[src/rtl/mmu_pkg.sv]
// Shared FSM state type, target encodings and watchdog sizing helper for mmu_port_router.
package mmu_pkg;

    typedef enum logic [1:0] {
        IDLE,
        BUSY,
        DONE
    } state_t;

    localparam logic TGT_MEM    = 1'b0;
    localparam logic TGT_PERIPH = 1'b1;

    function automatic int unsigned cntWidth(input int unsigned limit);
        return (limit < 1) ? 1 : $clog2(limit + 1);
    endfunction

endpackage

[src/rtl/mmu_port_router_arbiter.sv]
// Combinational round-robin arbiter: ascending search from ptr, wrapping at NUM_PORTS.
module rr_arbiter #(
    parameter int unsigned NUM_PORTS = 2,
    localparam int unsigned IDXW = (NUM_PORTS > 1) ? $clog2(NUM_PORTS) : 1
) (
    input  logic [NUM_PORTS-1:0] req,
    input  logic [IDXW-1:0]      ptr,
    output logic [NUM_PORTS-1:0] grant,
    output logic [IDXW-1:0]      idx
);

    always_comb begin
        int unsigned k;
        logic        found;
        grant = '0;
        idx   = '0;
        found = 1'b0;
        k     = 0;
        for (int unsigned i = 0; i < NUM_PORTS; i++) begin
            k = (32'(ptr) + i) % NUM_PORTS;
            if (!found && req[k]) begin
                found    = 1'b1;
                grant[k] = 1'b1;
                idx      = IDXW'(k);
            end
        end
    end

endmodule

[src/rtl/mmu_port_router.sv]
// Routes per-port transactions to the memory or peripheral target by address MSB.
// Optional watchdog enabled by defining MMU_TIMEOUT_EN.
module mmu_port_router
    import mmu_pkg::*;
#(
    parameter int unsigned NUM_PORTS      = 2,
    parameter int unsigned ADDR_WIDTH     = 32,
    parameter int unsigned DATA_WIDTH     = 32,
    parameter int unsigned TIMEOUT_CYCLES = 255
) (
    input  logic                            clk,
    input  logic                            reset,
    input  logic [NUM_PORTS-1:0]            reqValid,
    input  logic [NUM_PORTS-1:0]            reqWrite,
    input  logic [NUM_PORTS*ADDR_WIDTH-1:0] reqAddr,
    input  logic [NUM_PORTS*DATA_WIDTH-1:0] reqData,
    output logic [NUM_PORTS-1:0]            respValid,
    output logic [NUM_PORTS*DATA_WIDTH-1:0] respData,
    output logic [NUM_PORTS-1:0]            respError,
    output logic                            memValid,
    output logic                            memWrite,
    output logic [ADDR_WIDTH-1:0]           memAddr,
    output logic [DATA_WIDTH-1:0]           memWdata,
    input  logic                            memReady,
    input  logic [DATA_WIDTH-1:0]           memRdata,
    output logic                            perValid,
    output logic                            perWrite,
    output logic [ADDR_WIDTH-1:0]           perAddr,
    output logic [DATA_WIDTH-1:0]           perWdata,
    input  logic                            perReady,
    input  logic [DATA_WIDTH-1:0]           perRdata
);

    localparam int unsigned IDXW = (NUM_PORTS > 1) ? $clog2(NUM_PORTS) : 1;
    localparam int unsigned NT   = 2;

    state_t state     [NT];
    state_t stateNext [NT];

    logic [NT-1:0][NUM_PORTS-1:0]  tgtReq;
    logic [NT-1:0][NUM_PORTS-1:0]  arbGrant;
    logic [NT-1:0][NUM_PORTS-1:0]  grantOh;
    logic [NT-1:0][IDXW-1:0]       arbIdx;
    logic [NT-1:0][IDXW-1:0]       rrPtr;
    logic [NT-1:0]                 tgtValid;
    logic [NT-1:0]                 tgtWrite;
    logic [NT-1:0][ADDR_WIDTH-1:0] tgtAddr;
    logic [NT-1:0][DATA_WIDTH-1:0] tgtWdata;
    logic [NT-1:0]                 tgtReady;
    logic [NT-1:0][DATA_WIDTH-1:0] tgtRdata;
    logic [NT-1:0]                 toFire;
    logic [NT-1:0]                 done;
    logic [NUM_PORTS-1:0]          owned;

    logic [NUM_PORTS-1:0]            respValidNext;
    logic [NUM_PORTS-1:0]            respErrorNext;
    logic [NUM_PORTS*DATA_WIDTH-1:0] respDataNext;

    assign tgtReady[TGT_MEM]    = memReady;
    assign tgtReady[TGT_PERIPH] = perReady;
    assign tgtRdata[TGT_MEM]    = memRdata;
    assign tgtRdata[TGT_PERIPH] = perRdata;

    assign memValid = tgtValid[TGT_MEM];
    assign memWrite = tgtWrite[TGT_MEM];
    assign memAddr  = tgtAddr[TGT_MEM];
    assign memWdata = tgtWdata[TGT_MEM];
    assign perValid = tgtValid[TGT_PERIPH];
    assign perWrite = tgtWrite[TGT_PERIPH];
    assign perAddr  = tgtAddr[TGT_PERIPH];
    assign perWdata = tgtWdata[TGT_PERIPH];

    for (genvar t = 0; t < NT; t++) begin : gArb
        rr_arbiter #(.NUM_PORTS(NUM_PORTS)) uArb (
            .req   (tgtReq[t]),
            .ptr   (rrPtr[t]),
            .grant (arbGrant[t]),
            .idx   (arbIdx[t])
        );
    end

    // A port held by either target is hidden from both arbiters, so a changed
    // address while waiting cannot make the other target grant it too.
    always_comb begin
        logic route;
        owned  = '0;
        tgtReq = '0;
        route  = 1'b0;
        for (int unsigned t = 0; t < NT; t++)
            if (state[t] != IDLE) owned = owned | grantOh[t];
        for (int unsigned i = 0; i < NUM_PORTS; i++) begin
            route = reqAddr[i*ADDR_WIDTH + ADDR_WIDTH - 1];
            tgtReq[route][i] = reqValid[i] & ~owned[i];
        end
    end

`ifdef MMU_TIMEOUT_EN
    localparam int unsigned CW = cntWidth(TIMEOUT_CYCLES);
    logic [NT-1:0][CW-1:0] toCnt;

    always_ff @(posedge clk or posedge reset) begin
        if (reset) begin
            toCnt <= '0;
        end else begin
            for (int unsigned t = 0; t < NT; t++) begin
                if (state[t] == IDLE) toCnt[t] <= '0;
                else if (state[t] == BUSY) toCnt[t] <= toCnt[t] + 1'b1;
            end
        end
    end

    always_comb begin
        toFire = '0;
        for (int unsigned t = 0; t < NT; t++)
            toFire[t] = (state[t] == BUSY) && !tgtReady[t] &&
                        (toCnt[t] == CW'(TIMEOUT_CYCLES - 1));
    end
`else
    logic unusedTimeout;
    assign unusedTimeout = ^TIMEOUT_CYCLES;
    assign toFire        = '0;
`endif

    always_comb begin
        done = '0;
        for (int unsigned t = 0; t < NT; t++) begin
            stateNext[t] = state[t];
            done[t]      = (state[t] == BUSY) && (tgtReady[t] || toFire[t]);
            unique case (state[t])
                IDLE:    if (|arbGrant[t]) stateNext[t] = BUSY;
                BUSY:    if (done[t]) stateNext[t] = DONE;
                DONE:    stateNext[t] = IDLE;
                default: stateNext[t] = IDLE;
            endcase
        end
    end

    always_comb begin
        respValidNext = '0;
        respErrorNext = '0;
        respDataNext  = '0;
        for (int unsigned t = 0; t < NT; t++) begin
            if (done[t]) begin
                respValidNext = respValidNext | grantOh[t];
                for (int unsigned i = 0; i < NUM_PORTS; i++) begin
                    if (grantOh[t][i]) begin
                        respErrorNext[i] = ~tgtReady[t];
                        respDataNext[i*DATA_WIDTH +: DATA_WIDTH] =
                            (tgtWrite[t] || !tgtReady[t]) ? '0 : tgtRdata[t];
                    end
                end
            end
        end
    end

    always_ff @(posedge clk or posedge reset) begin
        if (reset) begin
            for (int unsigned t = 0; t < NT; t++) state[t] <= IDLE;
        end else begin
            state <= stateNext;
        end
    end

    always_ff @(posedge clk or posedge reset) begin
        if (reset) begin
            grantOh   <= '0;
            rrPtr     <= '0;
            tgtValid  <= '0;
            tgtWrite  <= '0;
            tgtAddr   <= '0;
            tgtWdata  <= '0;
            respValid <= '0;
            respError <= '0;
            respData  <= '0;
        end else begin
            respValid <= respValidNext;
            respError <= respErrorNext;
            respData  <= respDataNext;
            for (int unsigned t = 0; t < NT; t++) begin
                if (state[t] == IDLE && |arbGrant[t]) begin
                    grantOh[t]  <= arbGrant[t];
                    rrPtr[t]    <= (arbIdx[t] == IDXW'(NUM_PORTS - 1)) ? '0 : arbIdx[t] + 1'b1;
                    tgtValid[t] <= 1'b1;
                    tgtWrite[t] <= reqWrite[arbIdx[t]];
                    tgtAddr[t]  <= reqAddr[arbIdx[t]*ADDR_WIDTH +: ADDR_WIDTH];
                    tgtWdata[t] <= reqData[arbIdx[t]*DATA_WIDTH +: DATA_WIDTH];
                end else if (done[t]) begin
                    tgtValid[t] <= 1'b0;
                end
            end
        end
    end

endmodule

[config.mk]
export PLATFORM = sky130hd
export DESIGN_NAME = mmu_port_router
export DESIGN_NICKNAME = d
export VERILOG_FILES = /design/src/rtl/mmu_pkg.sv /design/src/rtl/mmu_port_router_arbiter.sv /design/src/rtl/mmu_port_router.sv
export SDC_FILE = /design/constraint.sdc
export NUM_CORES = 1
export LEC_CHECK = 0
export BUFFER_PORTS_ARGS = -buffer_cell sky130_fd_sc_hd__buf_2
export CAP_MARGIN = 0
export CORE_ASPECT_RATIO = 0.7
export CORE_UTILIZATION = 44
export DETAILED_ROUTE_END_ITERATION = 6
export GPL_TIMING_DRIVEN = 0
export PLACE_DENSITY = 0.85
export SYNTH_ARGS = -nofsm -noshare
export SYNTH_HDL_FRONTEND = slang
export SYNTH_HIERARCHICAL = 1
export SYNTH_SLANG_ARGS = --single-unit
export TNS_END_PERCENT = 5
[constraint.sdc]
create_clock -name clk -period 7.07 [get_ports clk]
set_input_delay 1.0605 -clock clk [delete_from_list [all_inputs] [get_ports clk]]
set_output_delay 1.0605 -clock clk [all_outputs]
set_load 0.05 [all_outputs]
Word level (Yosys, flattened, before mapping)
Index checks and enable logic that the tools add are counted.

$add $sub $neg: 4. $lt $le $gt $ge: 14. Equality and inequality tests: 6. Shift-type cells: 4. Muxes and demuxes: 65. Bitwise logic cells: 11. Reduce and logical (&&, ||, !) cells: 28.

Operators with widths (count): $shiftx 64x7->32 (4); $mux 32 (6); $mux 64 (2); $mux 1 (33); $mux 2 (15); $lt 1x2->1 const B (8); $logic_and 1x1->1 (12); $ne 2x2->1 const B (4); $or 2x2->2 (4); $pmux 2 s2 (2); $reduce_bool 2->1 (4); $ge 1x1->1 const B (6); $add 1x1->1 const B (4); $and 4x4->4 (1); $bwmux 4 (1); $demux 1 s1 (4); $demux 2 s1 (2); $eq 2x1->1 const B (2); $logic_not 1->1 (4); $logic_not 2->1 (2); $not 1->1 (4); $reduce_and 2->1 (2); $reduce_or 2->1 (2); $and 1x1->1 (2); $logic_or 1x1->1 (2).

Flip-flop bits (word level): 210. Bits of input ports: 200. Output and inout port bits: 200. Logic and storage cells: 149.

Logic depth before layout (Yosys ltp)
Gate-level depths: netlist of the first run.

Depth in word-level cells: 17. Depth in mapped cells: 9. Depth with buffers taken out: 7.

By module
Netlist of the first run, hierarchy kept.

By module, submodules not included: mmu_port_router (instances 1, cells each 704, area an instance 9628.0 um2, sequential area each 5255.0 um2); rr_arbiter (instances 2, cells each 4, area an instance 30.0 um2, sequential area each 0.0 um2).

Worst setup path before layout of the first run
No wires, ideal clock.

Path kind: input to register. Start point: input reqValid[1]. End point: register tgtAddr, in the netlist perAddr[10]. Setup time: 0.125 ns. Arrival: 2.592 ns. Required time: 6.945 ns. Path slack: 4.353 ns. Stages on the path: 7. Buffers on the path: 2. Path through: nand3_1 -> nor2_1 -> a21boi_1 -> buf_2 -> buf_2 -> mux2_2 -> mux2_4.

RTL lines: start: declaration (line mmu_port_router.sv:13) `input logic [NUM_PORTS-1:0] reqValid,`; end signal: indexed assignment (line mmu_port_router.sv:185) `tgtAddr[t] <= reqAddr[arbIdx[t]*ADDR_WIDTH +: ADDR_WIDTH];`; end: declaration (line mmu_port_router.sv:47) `logic [NT-1:0][ADDR_WIDTH-1:0] tgtAddr;`.

==> impl_metrics.py, run 1 <==
metrics = {
    "status": {
        "status": "finished with violations",
        "violations_in_the_final_reports": "DRC",
    },
    "critical_path": {
        "worstSetupPathType": "flop to flop",
        "worst_setup_path_startpoint": "state[3]$_DFFE_PP0P_",
        "slowest_stage": "sky130_fd_sc_hd__a21boi_1",
        "ff2ff_setup_slack_ns": 4.05,
        "timing.critical_path.buf_inv": 2,
        "path_common_cell": "sky130_fd_sc_hd__mux2_2",
        "critical-path-max-stage-delay_ns": 0.55,
        "kind_of_start_point_of_the_critical_path": "flop",
        "rr_worst_depth": 8,
        "arrival_time_of_data_at_the_critical_path_endpoint_ns": 3.40,
        "critPathRequiredTime_ns": 7.44,
        "critical_path.endpoint": "memWdata[29]$_DFFE_PP0P_",
        "cp_top_family": "compound AO/OA/AOI/OAI gates",
        "critical_path.endpoint_type": "flop",
        "critical_path_cell_count": 8,
        "crit_chain": "o21ai_0 -> nand3_1 -> nor2_1 -> a21boi_1 -> buf_4 -> buf_2 -> mux2_2 -> mux2_2",
        "path_max_fanout": 10,
        "r2r-start": "state[3]$_DFFE_PP0P_",
        "reg2reg_to": "memWdata[29]$_DFFE_PP0P_",
    },
    "pwr": {
        "sw_frac_of_total_pct": 46.8,
        "power_total_mw": 6.60,
        "switching_component_of_the_power_mw": 3.08,
        "power.ir.vdd_worst_mv": 0.366,
        "leakagePower_nw": 6.35,
        "power_frac_seq_pct": 28.8,
        "p_int_mw": 3.51,
        "power_frac_clock_pct": 18.3,
        "combPwrFrac_pct": 52.9,
        "power_density_nw_per_um2": 514,
    },
    "floorplanning": {
        "floorplan.die_area_sq_um": 22600,
        "placement_rows": 45,
        "die_w_microns": 179,
        "ios": 400,
        "die_y_microns": 126,
        "initial_core_utilization_pct": 44.8,
        "placeableCoreArea_sq_um": 21600,
    },
    "place": {
        "routabilityCongestion": 0.895,
        "place_ws_ns": 3.56,
        "placed_cells_incl_taps": 1395,
        "placed_area_sq_um": 12100,
        "dpl.hpwl_microns": 20700,
        "port_buffers": 399,
    },
    "layout": {
        "area_delta_synth_final_pct": 32.5,
        "total_number_of_nets_in_the_final_design": 1337,
        "fin_area_sq_um": 12800,
        "leading_cell_types_in_the_layout_fill_and_taps_excluded": "sky130_fd_sc_hd__buf_2, sky130_fd_sc_hd__dfrtp_1, sky130_fd_sc_hd__mux2_2",
        "layout-drive-gt1-share_pct": 62.3,
        "mostFrequentLayoutCell": "sky130_fd_sc_hd__buf_2",
        "count_of_placed_standard_cells_in_the_final_layout_fillers_left_out": 1436,
    },
    "timing": {
        "max_clock_freq_ghz": 0.331,
        "hold_violations": 0,
        "setup_viol": 0,
        "finalMaxSlewViolations": 0,
        "postLayoutSetupSlackWorst_ns": 4.05,
        "timing_worst_slew_pin_value_ns": 0.885,
        "finalWorstPathRequiredPeriod_ns": 3.02,
        "rsz0062_at_grt": "false",
        "slew_headroom_pct": 41.0,
        "clock-skew-final_ns": 0.0153,
        "finalCritPeriodShare_pct": 42.8,
    },
    "global_route": {
        "global_route.usage.total_pct": 24.3,
        "grt_pass1_wl_microns": 42300,
        "grt_start_max_net_pins": 122,
        "antenna_found_initial": 1,
        "overflow": 0,
        "grt_pass1_vias": 7705,
    },
    "clocking": {
        "htree_levels": 1,
        "cts-buffers-inserted": 22,
        "post_cts_resize_count": 0,
        "clk_latency_ns": 0.51,
        "cts_tree": "built",
        "clkSinkCount": 210,
        "ctsRootBufferMaster": "sky130_fd_sc_hd__clkbuf_16",
        "clk_transition_reported_paths_ns": 0.06,
        "cts_hold_buf": 0,
        "max-clock-path-buffers": 3,
        "postCtsSetupRepairBufs": 0,
    },
    "synthesis": {
        "yosys_warnings": 6,
        "postSynthCellCount": 712,
        "summed_instance_area_of_the_synthesized_netlist_sq_um": 9690,
        "synth-seq-cells": 210,
        "synth_sequential_area_ratio_pct": 54.2,
        "post_synth.cell_area_avg_sq_um": 13.6,
        "netlist_cell_types": 29,
    },
    "hold_path": {
        "hold_path.class": "flop to flop",
    },
    "route": {
        "wl_per_cell_microns": 19.6,
        "detail_route.vias_per_cell": 5.29,
        "dr.first_iter.drc_count": 418,
        "residual_antenna_violating_net_count_after_detailed_routing": 0,
        "total_wirelength_of_the_detailed_routed_design_microns": 28200,
        "detailedRoute.firstPassIterationCount": 7,
        "via_count": 7598,
        "drc_violations": 46,
    },
    "run": {
        "drv.max_cap_violation_count": 0,
    },
}
[power by group through the flow]
stage,Combinational [mW],Sequential [mW],Clock [mW]
final,3.49,1.90,1.21
after global routing,3.65,1.95,1.28
after CTS,3.51,1.90,1.23
after detailed placement,3.50,1.91,0
after global placement,3.45,1.89,0
after floorplan,1.19,3.36,0
[flip-flops by register name (all words and copies together) (netlist names), 4 cells and up]
name	count
respData	64
memWdata	32
grantOh	4
perAddr	32
perWdata	32
state	4
memAddr	32
[routing by layer]
metal | vias up | track usage [%] | wire, microns
li1 | 3418 | - | -
met1 | 3734 | 30.5 | 11400
met2 | 384 | 40.8 | 13500
met3 | 62 | 6.37 | 2390
met4 | 0 | 7.41 | 848
met5 | - | 0 | 0
[logic make-up (layout without fill, tap and decap cells)]
logic type | after synthesis | in the layout | share of synthesized area (%)
AO/OA/AOI/OAI | 88 | 88 | 5.80
AND/OR/NAND/NOR | 94 | 94 | 4.08
other | 1 | 3 | 0.0387
flip-flops | 210 | 210 | 54.2
multiplexers | 260 | 260 | 32.1
buffers and inverters | 59 | 499 | 3.71
[final cells by class]
cell class              instances  area [sq um]
flip-flops and latches        210          5260
fillers                      1716          8780
repair buffers                400          2020
diodes                          1          2.50
clock buffers                  33           663
inverters                      10          45.0
multi-input cells             444          4080
well taps                     282           353
plain buffers                  49           322
clock inverters                 7          96.3
[how the worst min path moves through the flow]
stage                                 start                 endpoint  slack (ns)  depth (start not counted)
floorplan            grantOh[0]$_DFFE_PP0P_   respValid[0]$_DFF_PP0_        0.47                          2
global placement    memAddr[13]$_DFFE_PP0P_  memAddr[13]$_DFFE_PP0P_        0.46                          1
detailed placement  memAddr[20]$_DFFE_PP0P_  memAddr[20]$_DFFE_PP0P_        0.48                          1
CTS                 memAddr[20]$_DFFE_PP0P_  memAddr[20]$_DFFE_PP0P_        0.49                          1
global route        perAddr[27]$_DFFE_PP0P_  perAddr[27]$_DFFE_PP0P_        0.51                          1
finish              memAddr[20]$_DFFE_PP0P_  memAddr[20]$_DFFE_PP0P_        0.48                          1
[cells in the mapped netlist]
cell	n	share of area, %
sky130_fd_sc_hd__mux2_1	13	1.5
sky130_fd_sc_hd__nand2b_1	2	0.13
sky130_fd_sc_hd__inv_1	10	0.39
sky130_fd_sc_hd__nand2_1	75	2.9
sky130_fd_sc_hd__mux2_4	50	7.7
sky130_fd_sc_hd__o21a_1	2	0.15
sky130_fd_sc_hd__a21boi_2	2	0.23
sky130_fd_sc_hd__and4b_1	1	0.10
sky130_fd_sc_hd__conb_1	1	0.039
sky130_fd_sc_hd__buf_2	20	1.0
sky130_fd_sc_hd__buf_1	2	0.078
sky130_fd_sc_hd__buf_6	7	0.81
sky130_fd_sc_hd__clkbuf_1	14	0.54
sky130_fd_sc_hd__a21boi_1	4	0.31
sky130_fd_sc_hd__mux2_2	195	23
sky130_fd_sc_hd__nor2b_1	2	0.13
sky130_fd_sc_hd__o21ai_0	13	0.67
sky130_fd_sc_hd__dfrtp_1	210	54
sky130_fd_sc_hd__nand4_1	1	0.065
sky130_fd_sc_hd__mux2i_1	2	0.21
sky130_fd_sc_hd__nor2_1	5	0.19
sky130_fd_sc_hd__o22ai_1	63	4.1
sky130_fd_sc_hd__nand4b_1	2	0.18
sky130_fd_sc_hd__buf_4	1	0.078
sky130_fd_sc_hd__buf_8	5	0.77
sky130_fd_sc_hd__nor2_2	2	0.13
sky130_fd_sc_hd__and3b_1	1	0.090
sky130_fd_sc_hd__a22o_1	4	0.36
sky130_fd_sc_hd__nand3_1	3	0.15
[through the flow]
| step | hold WS [ns] | setup TNS (ns) | utilization, % |
|---|---|---|---|
| after global placement | 0.462 | -402.93 | 55.7 |
| after CTS | 0.493 | 0 | 59.4 |
| after global routing | 0.514 | 0 | 59.4 |
| after detailed placement | 0.479 | 0 | 55.9 |
| after floorplan | 0.473 | 0 | - |
| final | 0.484 | 0 | 59.4 |
Power figures use the tool's default switching activity.
==> run 2: changes to the inputs <==
--- a/config.mk
+++ b/config.mk
@@ -5,13 +5,14 @@
 export SDC_FILE = /design/constraint.sdc
 export NUM_CORES = 1
 export LEC_CHECK = 0
+export ABC_AREA = 1
 export BUFFER_PORTS_ARGS = -buffer_cell sky130_fd_sc_hd__buf_2
 export CAP_MARGIN = 0
 export CORE_ASPECT_RATIO = 0.7
-export CORE_UTILIZATION = 44
+export CORE_UTILIZATION = 45
 export DETAILED_ROUTE_END_ITERATION = 6
 export GPL_TIMING_DRIVEN = 0
-export PLACE_DENSITY = 0.85
+export PLACE_DENSITY = 0.83
 export SYNTH_ARGS = -nofsm -noshare
 export SYNTH_HDL_FRONTEND = slang
 export SYNTH_HIERARCHICAL = 1
==> constraint.sdc (replaced) <==
create_clock -name clk -period 3 [get_ports clk]
set_input_delay 0.45 -clock clk [delete_from_list [all_inputs] [get_ports clk]]
set_output_delay 0.45 -clock clk [all_outputs]
set_load 0.05 [all_outputs]
==> impl_metrics.py, run 2 <==
metrics = {
    "synthesis": {
        "synth_top_area_share_pct": 51.9,
        "synth_async_sr_flop_share_pct": 100,
        "summed_instance_area_of_the_synthesized_netlist_sq_um": 10100,
        "yosys.area_share.adder_pct": 0,
        "synth-compound-area-share_pct": 7.38,
        "post_synth_mux_area_share_pct": 0,
        "synth_top_family_by_area": "simple AND/OR/NAND/NOR gates",
        "synth_area_leader_cell": "sky130_fd_sc_hd__dfrtp_1",
        "synth_edf_count": 0,
        "synth_sequential_area_ratio_pct": 51.9,
        "synth-seq-cells": 210,
        "post_synth.cell_area_avg_sq_um": 7.26,
        "synth_area_in_simple_gates_pct": 31.1,
        "postSynthCellCount": 1396,
        "synthMostInstantiatedCell": "sky130_fd_sc_hd__nand2_1",
        "synth_xor_xnor_area_share_pct": 0,
        "synth_area_leaders": "sky130_fd_sc_hd__dfrtp_1, sky130_fd_sc_hd__nand2_1, sky130_fd_sc_hd__o21ai_0",
        "netlist_top_cells_count": "sky130_fd_sc_hd__nand2_1, sky130_fd_sc_hd__dfrtp_1, sky130_fd_sc_hd__inv_1",
        "yosys_warnings": 6,
        "synth_ff_type": "sky130_fd_sc_hd__dfrtp_1",
        "netlist_cell_types": 20,
    },
    "floorplanning": {
        "die_w_microns": 181,
        "die_y_microns": 128,
        "placement_rows": 45,
        "initial_core_utilization_pct": 46.3,
        "placeableCoreArea_sq_um": 21900,
        "ios": 400,
        "floorplan.die_area_sq_um": 23100,
    },
    "route": {
        "residual_antenna_violating_net_count_after_detailed_routing": 0,
        "total_wirelength_of_the_detailed_routed_design_microns": 34500,
        "via_count": 10700,
        "wl_per_cell_microns": 16.3,
        "dr.first_iter.drc_count": 835,
        "detail_route.vias_per_cell": 5.05,
        "detailedRoute.firstPassIterationCount": 6,
        "drc_violations": 0,
    },
    "layout": {
        "layout-drive-gt1-share_pct": 27.8,
        "mostFrequentLayoutCell": "sky130_fd_sc_hd__nand2_1",
        "area_delta_synth_final_pct": 31.6,
        "area.sequential_sq_um": 5260,
        "number_of_fillers_in_the_final_layout": 1980,
        "fin_area_sq_um": 13300,
        "leading_cell_types_in_the_layout_fill_and_taps_excluded": "sky130_fd_sc_hd__nand2_1, sky130_fd_sc_hd__buf_2, sky130_fd_sc_hd__dfrtp_1",
        "total_number_of_nets_in_the_final_design": 2025,
        "registers.top_by_ff_count": "respData",
        "multi_input_comb_area_sq_um": 3910,
        "largest_reg_flops": 64,
    },
    "timing": {
        "timing_worst_slew_pin_value_ns": 0.728,
        "rsz0062_at_grt": "false",
        "slew_headroom_pct": 51.4,
        "finalCritPeriodShare_pct": 93.5,
        "clock-skew-final_ns": 0.00853,
        "finalWorstPathRequiredPeriod_ns": 2.81,
        "setup_viol": 0,
        "finalMaxSlewViolations": 0,
        "hold_violations": 0,
        "holdWs_ns": 0.0664,
        "max_clock_freq_ghz": 0.356,
    },
    "critical_path": {
        "critical_path.endpoint_type": "flop",
        "cp_top_family": "buffers and inverters",
        "critical-path-max-stage-delay_ns": 0.47,
        "path_common_cell": "sky130_fd_sc_hd__nand2_1",
        "reg2reg_to": "perAddr[0]$_DFFE_PP0P_",
        "worstSetupPathType": "flop to flop",
        "slowest_stage": "sky130_fd_sc_hd__a21oi_1",
        "r2r-start": "state[0]$_DFFE_PP0P_",
        "arrival_time_of_data_at_the_critical_path_endpoint_ns": 3.20,
        "timing.critical_path.buf_inv": 4,
        "path_max_fanout": 10,
        "rr_worst_depth": 12,
        "ff2ff_setup_slack_ns": 0.19,
        "crit_chain": "nor2_2 -> inv_1 -> nand2_1 -> o211ai_1 -> nor2_1 -> inv_1 -> a21oi_1 -> buf_2 -> clkbuf_1 -> o21ai_0 -> nand2_1 -> nand2_1",
        "kind_of_start_point_of_the_critical_path": "flop",
        "critPathRequiredTime_ns": 3.39,
    },
    "hold_path": {
        "hold_path.class": "primary input to asynchronous set/reset pin",
    },
    "run": {
        "drv.max_cap_violation_count": 0,
    },
    "clocking": {
        "cts_tree": "built",
        "cts-buffers-inserted": 22,
        "ctsRootBufferMaster": "sky130_fd_sc_hd__clkbuf_16",
        "cts_hold_buf": 0,
        "clk_transition_reported_paths_ns": 0.07,
        "clkSinkCount": 210,
        "clk_latency_ns": 0.50,
        "postCtsSetupRepairBufs": 0,
        "htree_levels": 1,
        "max-clock-path-buffers": 3,
    },
    "global_route": {
        "grt_start_max_net_pins": 42,
        "global_route.usage.total_pct": 29.3,
        "overflow": 0,
        "grt_pass1_vias": 10300,
        "grt_pass1_wl_microns": 53300,
        "antenna_found_initial": 3,
    },
    "place": {
        "port_buffers": 399,
        "dpl.hpwl_microns": 25800,
        "routabilityCongestion": 0.948,
        "placed_area_sq_um": 12600,
    },
    "pwr": {
        "leakagePower_nw": 8.13,
        "power.ir.vdd_worst_mv": 0.865,
        "power_density_nw_per_um2": 1090,
    },
    "status": {
        "status": "completed",
    },
}
-- run 2: cell types whose count changed after synthesis, sizes merged, moves of 4 or more --
cell,change
inv,+138
nand2,+594
nand3,+60
o22ai,-63
o21ai,+125
mux2,-258
a21oi,+4
a21boi,-4
a22o,-4
buf,+30
nor2,+69
-- run 2: layout make-up --
| class | count | area share, % |
|---|---|---|
| flip-flops and latches | 210 | 39.4 |
| diodes | 2 | 0.0375 |
| well taps | 282 | 2.65 |
| clock buffers | 34 | 4.92 |
| multi-input cells | 959 | 29.3 |
| inverters | 148 | 4.19 |
| clock inverters | 6 | 0.619 |
| plain buffers | 80 | 3.16 |
| repair buffers | 404 | 15.7 |
-- run 2: report_power, final --
| group | leakage (nW) | internal [mW] | switching (mW) |
|---|---|---|---|
| combinational | 5.05 | 1.63 | 5.79 |
| sequential | 2.72 | 3.79 | 0.524 |
| clock | 0.361 | 1.68 | 1.15 |
| total | 8.13 | 7.10 | 7.47 |
-- run 2: worst reg2reg max path, cell delays in order (launching register included) --
cell and delay (ns):
sky130_fd_sc_hd__dfrtp_1 0.41, sky130_fd_sc_hd__nor2_2 0.17, sky130_fd_sc_hd__inv_1 0.07, sky130_fd_sc_hd__nand2_1 0.07, sky130_fd_sc_hd__o211ai_1 0.12, sky130_fd_sc_hd__nor2_1 0.19
sky130_fd_sc_hd__inv_1 0.08, sky130_fd_sc_hd__a21oi_1 0.47, sky130_fd_sc_hd__buf_2 0.36, sky130_fd_sc_hd__clkbuf_1 0.40, sky130_fd_sc_hd__o21ai_0 0.20, sky130_fd_sc_hd__nand2_1 0.10
sky130_fd_sc_hd__nand2_1 0.05
-- run 2: how the worst max path moves through the flow --
stage                    startpoint                 endpoint  slack (ns)  depth (start not counted)
6_report       state[0]$_DFFE_PP0P_   perAddr[0]$_DFFE_PP0P_        0.19                         12
3_5_place_dp   state[0]$_DFFE_PP0P_  memWdata[3]$_DFFE_PP0P_        0.11                         12
2_1_floorplan                 reset   grantOh[0]$_DFFE_PP0P_       -0.18                          1
5_1_grt        state[0]$_DFFE_PP0P_  perAddr[11]$_DFFE_PP0P_       0.002                         12
3_3_place_gp                  reset  memAddr[11]$_DFFE_PP0P_       -1.48                          2
4_1_cts        state[0]$_DFFE_PP0P_  memWdata[3]$_DFFE_PP0P_         0.1                         12
-- run 2: stage by stage --
stage	setup WS [ns]	utilization [%]	TNS [ns]	cells	power, mW
final	0.195	60.9	0	2125	14.6
after detailed placement	0.113	57.5	0	2083	11.7
after global routing	0.00229	60.9	0	2123	15.3
after CTS	0.0983	60.9	0	2123	14.6
after floorplan	-0.178	-	-37.42	1397	9.62
after global placement	-1.48	57.0	-306.37	2078	11.6
-- run 2: kinds of logic after synthesis --
family	Yosys count
AOI/OAI and AO/OA	146
and+or+nand+nor	811
DFF	210
other	1
buffers and inverters	228
-- run 2: timing repair --
action,in CTS,in global routing
hold endpoints to repair,0,0
gates resized for setup,0,1
setup endpoints to repair,0,28
-- run 2: metal layers --
| layer | wire length (microns) | part of all wire [%] | vias to the layer above | track usage, % |
|---|---|---|---|---|
| li1 | - | - | 5082 | - |
| met2 | 15900 | 46 | 569 | 48.3 |
| met4 | 1250 | 3.6 | 2 | 9.82 |
| met1 | 14100 | 41 | 4982 | 37.7 |
| met3 | 3210 | 9.3 | 88 | 7.53 |
| met5 | 12 | 0.035 | - | 0 |
==> run 3: changes to the inputs <==
--- a/config.mk
+++ b/config.mk
@@ -10,9 +10,11 @@
 export CAP_MARGIN = 0
 export CORE_ASPECT_RATIO = 0.7
 export CORE_UTILIZATION = 45
+export CTS_CLUSTER_SIZE = 30
 export DETAILED_ROUTE_END_ITERATION = 6
 export GPL_TIMING_DRIVEN = 0
 export PLACE_DENSITY = 0.83
+export RECOVER_POWER = 50
 export SYNTH_ARGS = -nofsm -noshare
 export SYNTH_HDL_FRONTEND = slang
 export SYNTH_HIERARCHICAL = 1
==> impl_metrics.py, run 3 (synthesized netlist as in run 2, its figures left out) <==
metrics = {
    "route": {
        "detail_route.vias_per_cell": 5.07,
        "detailedRoute.firstPassIterationCount": 7,
        "residual_antenna_violating_net_count_after_detailed_routing": 0,
        "drc_violations": 1,
        "total_wirelength_of_the_detailed_routed_design_microns": 34500,
        "dr.first_iter.drc_count": 819,
        "wl_per_cell_microns": 16.2,
        "via_count": 10800,
    },
    "clocking": {
        "ctsRootBufferMaster": "sky130_fd_sc_hd__clkbuf_16",
        "clkSinkCount": 210,
        "cts-buffers-inserted": 22,
        "cts_hold_buf": 0,
        "cts_tree": "built",
        "htree_levels": 1,
        "max-clock-path-buffers": 3,
        "clk_transition_reported_paths_ns": 0.06,
        "clk_latency_ns": 0.50,
        "postCtsSetupRepairBufs": 0,
    },
    "timing": {
        "slew_headroom_pct": 9.47,
        "postLayoutSetupSlackWorst_ns": 0.194,
        "rsz0062_at_grt": "false",
        "clock-skew-final_ns": 0.00770,
        "finalCritPeriodShare_pct": 93.5,
        "finalWorstPathRequiredPeriod_ns": 2.81,
        "setup_viol": 0,
        "finalMaxSlewViolations": 0,
        "timing_worst_slew_pin_value_ns": 1.35,
        "max_clock_freq_ghz": 0.356,
        "hold_violations": 0,
    },
    "critical_path": {
        "crit_chain": "nor2_2 -> inv_1 -> nand2_1 -> o211ai_1 -> nor2_1 -> inv_1 -> a21oi_1 -> buf_2 -> clkbuf_1 -> o21ai_0 -> nand2_1 -> nand2_1",
        "arrival_time_of_data_at_the_critical_path_endpoint_ns": 3.20,
        "critPathRequiredTime_ns": 3.39,
        "path_max_fanout": 10,
        "rr_worst_depth": 12,
        "critical-path-max-stage-delay_ns": 0.47,
        "timing.critical_path.buf_inv": 4,
        "critical_path_cell_count": 12,
        "worstSetupPathType": "flop to flop",
        "path_common_cell": "sky130_fd_sc_hd__nand2_1",
        "cp_top_family": "buffers and inverters",
        "critical_path.endpoint_type": "flop",
        "slowest_stage": "sky130_fd_sc_hd__a21oi_1",
        "kind_of_start_point_of_the_critical_path": "flop",
    },
    "floorplanning": {
        "initial_core_utilization_pct": 46.3,
        "placeableCoreArea_sq_um": 21900,
        "placement_rows": 45,
        "die_w_microns": 181,
        "floorplan.die_area_sq_um": 23100,
        "die_y_microns": 128,
        "ios": 400,
    },
    "hold_path": {
        "holdPathStages": 2,
        "hold_path.class": "primary input to flop",
    },
    "layout": {
        "count_of_placed_standard_cells_in_the_final_layout_fillers_left_out": 2125,
        "total_number_of_nets_in_the_final_design": 2025,
        "area_delta_synth_final_pct": 29.9,
        "mostFrequentLayoutCell": "sky130_fd_sc_hd__nand2_1",
        "fin_area_sq_um": 13200,
        "number_of_fillers_in_the_final_layout": 2027,
        "registers.top_by_ff_count": "respData",
        "largest_reg_flops": 64,
        "layout-drive-gt1-share_pct": 22.9,
        "leading_cell_types_in_the_layout_fill_and_taps_excluded": "sky130_fd_sc_hd__nand2_1, sky130_fd_sc_hd__buf_2, sky130_fd_sc_hd__dfrtp_1",
        "final_core_area_utilization_pct": 60.1,
    },
    "global_route": {
        "global_route.usage.total_pct": 29.3,
        "overflow": 0,
        "grt_pass1_vias": 10300,
        "grt_pass1_wl_microns": 53300,
        "antenna_found_initial": 3,
        "grt_start_max_net_pins": 42,
    },
    "place": {
        "dpl.hpwl_microns": 25800,
        "placed_area_sq_um": 12600,
        "place_ws_ns": 0.113,
        "routabilityCongestion": 0.948,
        "placed_cells_incl_taps": 2083,
        "port_buffers": 399,
    },
    "status": {
        "violations_in_the_final_reports": "DRC",
        "status": "finished with violations",
    },
    "pwr": {
        "leakagePower_nw": 7.76,
        "power_density_nw_per_um2": 1100,
        "power_total_mw": 14.5,
        "power.ir.vdd_worst_mv": 0.855,
    },
    "run": {
        "drv.max_cap_violation_count": 0,
    },
}
## run 3: changes by cell type in the layout (fill, tap and decap cells not counted), moves of 2 or more
cell / before / now
sky130_fd_sc_hd__clkbuf_2: 0 / 2
sky130_fd_sc_hd__clkbuf_1: 22 / 112
sky130_fd_sc_hd__clkbuf_4: 0 / 2
sky130_fd_sc_hd__buf_2: 448 / 359
sky130_fd_sc_hd__buf_12: 5 / 0
## run 3: layout make-up
type | count | area [sq um] | area share, %
Multi-Input combinational cell | 959 | 3910 | 29.7
Timing Repair Buffer | 404 | 1930 | 14.7
Clock inverter | 6 | 82.6 | 0.627
Clock buffer | 34 | 657 | 4.99
Inverter | 148 | 557 | 4.23
Sequential cell | 210 | 5260 | 39.9
Tap cell | 282 | 353 | 2.68
Antenna cell | 2 | 5.00 | 0.0380
Buffer | 80 | 418 | 3.18
## run 3: path summary, 6_finish.rpt
kind / from / end / slack (ns)
max in group asynchronous: reset / perAddr[6]$_DFFE_PP0P_ / 0.49
hold / removal: perReady / state[0]$_DFFE_PP0P_ / 0.19
hold reg to reg: memWdata[0]$_DFFE_PP0P_ / memWdata[0]$_DFFE_PP0P_ / 0.47
min in group asynchronous: reset / respData[56]$_DFF_PP0_ / 0.24
setup reg to reg: state[0]$_DFFE_PP0P_ / perAddr[4]$_DFFE_PP0P_ / 0.19
setup / recovery: state[0]$_DFFE_PP0P_ / perAddr[4]$_DFFE_PP0P_ / 0.19
## run 3: stage by stage
step / hold WS (ns) / setup TNS, ns
final: 0.185 / 0
after global routing: 0.186 / 0
after floorplan: 0.484 / -37.42
after global placement: 0.449 / -306.37
after CTS: 0.0630 / 0
after detailed placement: 0.453 / 0
## run 3: where the power goes
part	internal, mW	switching, mW
clock network	1.68	1.14
registers	3.79	0.531
logic	1.55	5.78
## run 3: worst reg2reg max path, delay by kind of cell (launching register included)
kind	cells	cell delay, ns
AO/OA/AOI/OAI	3	0.81
buffers and inverters	4	0.91
flip-flops	1	0.40
AND/OR/NAND/NOR	5	0.57
## run 3: what timing repair did
action                                  CTS  global route
gates resized for setup                   0             1
endpoints found under the setup margin    0            28
endpoints found under the hold margin     0             0
## run 3: routing by layer
| metal | global-route usage [%] | share of wire (%) | wire length [microns] | up-vias |
|---|---|---|---|---|
| li1 | - | - | - | 5078 |
| met1 | 37.7 | 41 | 14100 | 5013 |
| met2 | 48.3 | 46 | 15800 | 587 |
| met3 | 7.53 | 9.5 | 3290 | 86 |
| met4 | 9.82 | 3.6 | 1240 | 2 |
| met5 | 0 | 0.035 | 12 | - |
